**config.mk**
```make
export PLATFORM = sky130hd
export DESIGN_NAME = fifo_rd_ctrl
export DESIGN_NICKNAME = d
export VERILOG_FILES = /design/src/rtl/fifo_pkg.sv /design/src/rtl/fifo_rd_obuf.sv /design/src/rtl/fifo_rd_ctrl.sv
export SDC_FILE = /design/constraint.sdc
export NUM_CORES = 1
export LEC_CHECK = 0
export ABC_AREA = 0
export CORE_ASPECT_RATIO = 2
export CORE_MARGIN = 3
export CORE_UTILIZATION = 40
export DETAILED_ROUTE_END_ITERATION = 16
export GPL_TIMING_DRIVEN = 0
export PLACE_DENSITY = 0.64
export REMOVE_ABC_BUFFERS = 1
export SYNTH_ARGS = -nofsm -noshare
export SYNTH_HDL_FRONTEND = slang
export SYNTH_SLANG_ARGS = --single-unit
```
**constraint.sdc**
```tcl
create_clock -name clk -period 3.3 [get_ports clk]
set_input_delay 0.33 -clock clk [delete_from_list [all_inputs] [get_ports clk]]
set_output_delay 0.33 -clock clk [all_outputs]
set_load 0.005 [all_outputs]
```
**src/rtl/fifo_pkg.sv**
```systemverilog
// Shared definitions for the 32-entry synchronous FIFO and its drain-side controller.
package fifo_pkg;
    localparam int DATA_W_DEF = 8;
    localparam int FIFO_DEPTH = 32;

    typedef enum logic [1:0] {
        IDLE,
        RUN,
        FLUSH
    } rd_state_t;
endpackage

```
**src/rtl/fifo_rd_obuf.sv**
```systemverilog
// Small circular output buffer for the FIFO drain controller.
// The caller never writes when full and never pops when empty; clr has priority.
module fifo_rd_obuf #(
    parameter  int DATA_W    = 8,
    parameter  int BUF_DEPTH = 2,
    localparam int PW        = (BUF_DEPTH > 1) ? $clog2(BUF_DEPTH) : 1,
    localparam int CW        = $clog2(BUF_DEPTH + 1)
) (
    input  logic              clk,
    input  logic              rst_n,
    input  logic              wr,
    input  logic [DATA_W-1:0] wdata,
    input  logic              pop,
    input  logic              clr,
    output logic [CW-1:0]     cnt,
    output logic [DATA_W-1:0] head_data
);
    logic [DATA_W-1:0] mem [BUF_DEPTH];
    logic [PW-1:0]     head;
    logic [PW-1:0]     tail;

    // Explicit wrap so non-power-of-two depths stay in range.
    function automatic logic [PW-1:0] ptr_next(input logic [PW-1:0] p);
        return (p == PW'(BUF_DEPTH - 1)) ? '0 : p + 1'b1;
    endfunction

    always_ff @(posedge clk or negedge rst_n) begin
        if (!rst_n) begin
            head <= '0;
            tail <= '0;
            cnt  <= '0;
            for (int i = 0; i < BUF_DEPTH; i++) begin
                mem[i] <= '0;
            end
        end else if (clr) begin
            head <= '0;
            tail <= '0;
            cnt  <= '0;
        end else begin
            if (wr) begin
                mem[tail] <= wdata;
                tail      <= ptr_next(tail);
            end
            if (pop) begin
                head <= ptr_next(head);
            end
            cnt <= cnt + CW'(wr) - CW'(pop);
        end
    end

    assign head_data = mem[head];
endmodule

```
**src/rtl/fifo_rd_ctrl.sv**
```systemverilog
// Drain-side controller: pops the FIFO into a valid/ready stream, with enable and flush.
// Define FIFO_RD_STATS_EN to add the word_cnt/stall_cnt statistics outputs.
//
// state | meaning
// IDLE  | no new FIFO reads; buffered and in-flight words still drain
// RUN   | read FIFO whenever the buffer has room for the returning word
// FLUSH | read and discard until FIFO empty and nothing in flight
module fifo_rd_ctrl
    import fifo_pkg::*;
#(
    parameter int DATA_W    = DATA_W_DEF,
    parameter int BUF_DEPTH = 2,
    parameter int STAT_W    = 16
) (
    input  logic              clk,
    input  logic              rst_n,
    input  logic              en,
    input  logic              flush,
    input  logic              fifo_empty,
    input  logic [DATA_W-1:0] fifo_rdata,
    output logic              fifo_rd,
    output logic              m_valid,
    input  logic              m_ready,
    output logic [DATA_W-1:0] m_data,
    output logic              busy,
    output logic              flush_done
`ifdef FIFO_RD_STATS_EN
    ,
    output logic [STAT_W-1:0] word_cnt,
    output logic [STAT_W-1:0] stall_cnt
`endif
);
    localparam int CW = $clog2(BUF_DEPTH + 1);

    rd_state_t     state;
    rd_state_t     state_nxt;
    logic          rd_q;
    logic [CW-1:0] cnt;
    logic [CW:0]   occ;
    logic          pop;
    logic          flush_entry;
    logic          clr;
    logic          wr;

    assign m_valid     = (cnt != '0);
    assign pop         = m_valid & m_ready;
    assign flush_entry = flush & (state != FLUSH);
    assign clr         = flush_entry | (state == FLUSH);
    // The word returning from a read issued during flush is dropped here.
    assign wr          = rd_q & ~clr;
    // Slots that will be occupied once the in-flight word lands and this cycle's pop retires.
    assign occ         = (CW+1)'(cnt) + (CW+1)'(rd_q) - (CW+1)'(pop);
    assign busy        = (state != IDLE) | m_valid | rd_q;

    always_comb begin
        state_nxt  = state;
        fifo_rd    = 1'b0;
        flush_done = 1'b0;
        case (state)
            IDLE: begin
                if (flush) begin
                    state_nxt = FLUSH;
                end else if (en) begin
                    state_nxt = RUN;
                end
            end
            RUN: begin
                fifo_rd = en & ~fifo_empty & (occ < (CW+1)'(BUF_DEPTH));
                if (flush) begin
                    state_nxt = FLUSH;
                end else if (!en) begin
                    state_nxt = IDLE;
                end
            end
            FLUSH: begin
                fifo_rd = ~fifo_empty;
                if (fifo_empty && !rd_q) begin
                    flush_done = 1'b1;
                    state_nxt  = IDLE;
                end
            end
            default: state_nxt = IDLE;
        endcase
    end

    always_ff @(posedge clk or negedge rst_n) begin
        if (!rst_n) begin
            state <= IDLE;
            rd_q  <= 1'b0;
        end else begin
            state <= state_nxt;
            rd_q  <= fifo_rd;
        end
    end

    fifo_rd_obuf #(
        .DATA_W   (DATA_W),
        .BUF_DEPTH(BUF_DEPTH)
    ) u_obuf (
        .clk      (clk),
        .rst_n    (rst_n),
        .wr       (wr),
        .wdata    (fifo_rdata),
        .pop      (pop),
        .clr      (clr),
        .cnt      (cnt),
        .head_data(m_data)
    );

`ifdef FIFO_RD_STATS_EN
    always_ff @(posedge clk or negedge rst_n) begin
        if (!rst_n) begin
            word_cnt  <= '0;
            stall_cnt <= '0;
        end else if (flush_entry) begin
            word_cnt  <= '0;
            stall_cnt <= '0;
        end else begin
            if (pop && word_cnt != '1) begin
                word_cnt <= word_cnt + 1'b1;
            end
            if (m_valid && !m_ready && stall_cnt != '1) begin
                stall_cnt <= stall_cnt + 1'b1;
            end
        end
    end
`endif
endmodule

```
==> out/results.ini <==
[drt]
dr.pass1.iters = 5
num_vias = 833
first_iter_violations = 13
viasPerCell = 5.517
drtAntennaViolNets = 0
drc = 0
wirelength_um = 2244
routedWlPerCell_um = 14.86

[sta]
hold_viol = 0
slew_headroom = 0.3209
setup_viol = 0
period_needed_ns = 3.047
fmax_mhz = 328.2
period_share = 0.9232
rsz0062_at_grt = no
fin_skew_ns = 0.002916
worstMarginPinSlew_ns = 1.016
setup_tns_ns = 0
finalMaxSlewViolations = 0

[setup_path]
cp_num_buf_inv = 2
cp_max_fo = 3
cpPeakStageDelay_ns = 0.56
crit_slowest_cell = clkdlybuf4s50_1
worstPathArrival_ns = 2.72
end_kind = output port
cp_cell_sequence = clkdlybuf4s50_1 > nand2_1 > nor2_1 > o21ai_0 > fa_1 > xnor2_1 > a41oi_1 > nor3b_1 > clkdlybuf4s50_1
cp-start-kind = input port
rr_worst_depth = 9
path_common_cell = clkdlybuf4s50_1
worstPathRequired_ns = 2.97
criticalPathCategory = in2out
critical_path_depth = 9
path_delay_family = buffers and inverters

[min_path]
hold_class = reg2reg
whs_path_depth = 1

[clock_tree]
cts_buffer_depth = 2
root_buffer = clkbuf_8
clk_latency_ns = 0.26
cts_buffers = 3
postCtsSetupRepairBufs = 0
cts_resized = 0
cts_max_level = 1
clk_transition_reported_paths_ns = 0.07
cts_tree = yes
hold_buffers = 0
cts_sinks = 23

[global_route]
grt-ovfl-total = 0
grt_pass1_vias = 927
grt.total_usage = 0.1304
grt_pass1_wl_um = 3795
grt_max_degree = 24
antenna_found_initial = 0

[finish]
area_delta_synth_final_pct = 25.75
layout-drive-gt1-share = 0.2459
diodes = 0
fin_nets = 143
fin_area_um2 = 1521

[pwr]
vdd_ir_drop_max_uv = 466.7
cellPowerDensity_nw_per_um2 = 721.1
total_power_mw = 1.097
power_leakage_nw = 0.6802

[yosys]
synth_area_leaders = dfrtp_1 48%, mux2_2 22%, ha_1 5.2%
yosysWarnings = 0
syn_inst = 96
ys_seq_elements = 23
synth_area_um2 = 1210
ys_async_sr_fraction = 1.000
synth_top_area_cell = dfrtp_1
ys_seq_area_frac = 0.4757
synth_top_cell_area_share = 0.4757
ys.flop_type = dfrtp_1
synth_cell_types = 31
synth_edf_count = 0
synth_area_per_cell_um2 = 12.60

[flow_run]
cap_viol_max_count = 0

[place]
dp_hpwl_um = 1770
placed_area_um2 = 1476
place.gp.congestion = 0.7112
port_buffers = 25

[die]
core_area_um2 = 2838
start_util = 0.4264
die_h_um = 83.78
die_width_um = 44.89
ioPinCount = 26
dieArea_um2 = 3761
row_count = 27

[outcome]
status = completed

[area by class of cell]
type	instances	area, um2
fill	273	1316
multi-input combinational	64	591.8
sequential	23	575.6
timing repair buffer	25	250.2
clock buffer	4	45.04
tap	29	36.28
inverter	6	22.52
[final timing paths]
kind	startpoint	to	slack, ns
worst max-delay path	m_ready	fifo_rd	0.25
worst min-delay path	u_obuf.mem[8]	u_obuf.mem[8]	0.51
worst max register to register	state[0]	u_obuf.cnt[1]	1.02
worst min register to register	u_obuf.mem[8]	u_obuf.mem[8]	0.51
max in group asynchronous	rst_n	u_obuf.cnt[1]	2.06
min in group asynchronous	rst_n	u_obuf.mem[14]	0.62
[cells by family (layout without fill, tap and decap cells)]
family | Yosys count | in the layout | share of synthesized area
flops | 23 | 23 | 0.4757
fa+ha+maj | 6 | 6 | 0.06825
buf+inv | 9 | 35 | 0.03515
mux | 24 | 24 | 0.2234
simple gates | 20 | 20 | 0.1076
compound gates | 9 | 9 | 0.05378
xor+xnor | 5 | 5 | 0.03619
[per-stage QoR]
stage / utilization / hold slack [ns] / instances / worst slack (ns)
floorplan: - / 0.03441 / 93 / 1.155
finish: 0.5362 / 0.5082 / 151 / 0.2534
global route: 0.5362 / 0.5291 / 151 / 0.01558
CTS: 0.5362 / 0.5124 / 151 / 0.2013
detailed placement: 0.5203 / 0.4942 / 147 / 0.2012
global placement: 0.5203 / 0.4835 / 147 / 0.2985
[cells in the mapped netlist, drive strengths merged (2+ instances only)]
master / number
nand2: 2
ha: 5
buf: 2
xnor2: 5
a21oi: 2
nor3: 2
inv: 6
mux2: 24
and2: 2
nand2b: 2
dfrtp: 23
nor2: 4
[report_power, final]
part / leakage (nW) / internal [mW] / switching (mW)
Combinational: 0.354 / 0.307 / 0.178
Clock: 0.0228 / 0.0860 / 0.0826
Sequential: 0.303 / 0.380 / 0.0633
Total: 0.680 / 0.773 / 0.324
[flip-flops by register name, indices dropped and copies added (netlist names)]
register and cells:
u_obuf.head 1, u_obuf.mem 16, u_obuf.tail 1, u_obuf.cnt 2, rd_q 1, state 2
[layer usage]
| metal | routed length (um) | vias up | global-route usage |
|---|---|---|---|
| met5 | 0 | - | 0 |
| met4 | 16 | 0 | 0.05600 |
| met3 | 85 | 4 | 0.01728 |
| met2 | 1280 | 21 | 0.2438 |
| met1 | 862 | 421 | 0.1326 |
| li1 | - | 387 | - |
[cells in the final DEF, fill, tap and decap left out, types with 2 or more instances in the layout]
master           netlist  final
nand2_1                2      2
nand2b_1               2      2
and2_1                 2      2
dfrtp_1               23     23
inv_1                  6      6
nor3_1                 2      2
a21oi_1                2      2
clkbuf_8               0      3
clkdlybuf4s50_1        0     25
nor2_1                 3      3
ha_1                   5      5
mux2_2                24     24
xnor2_1                5      5
Power figures use the tool's default switching activity.
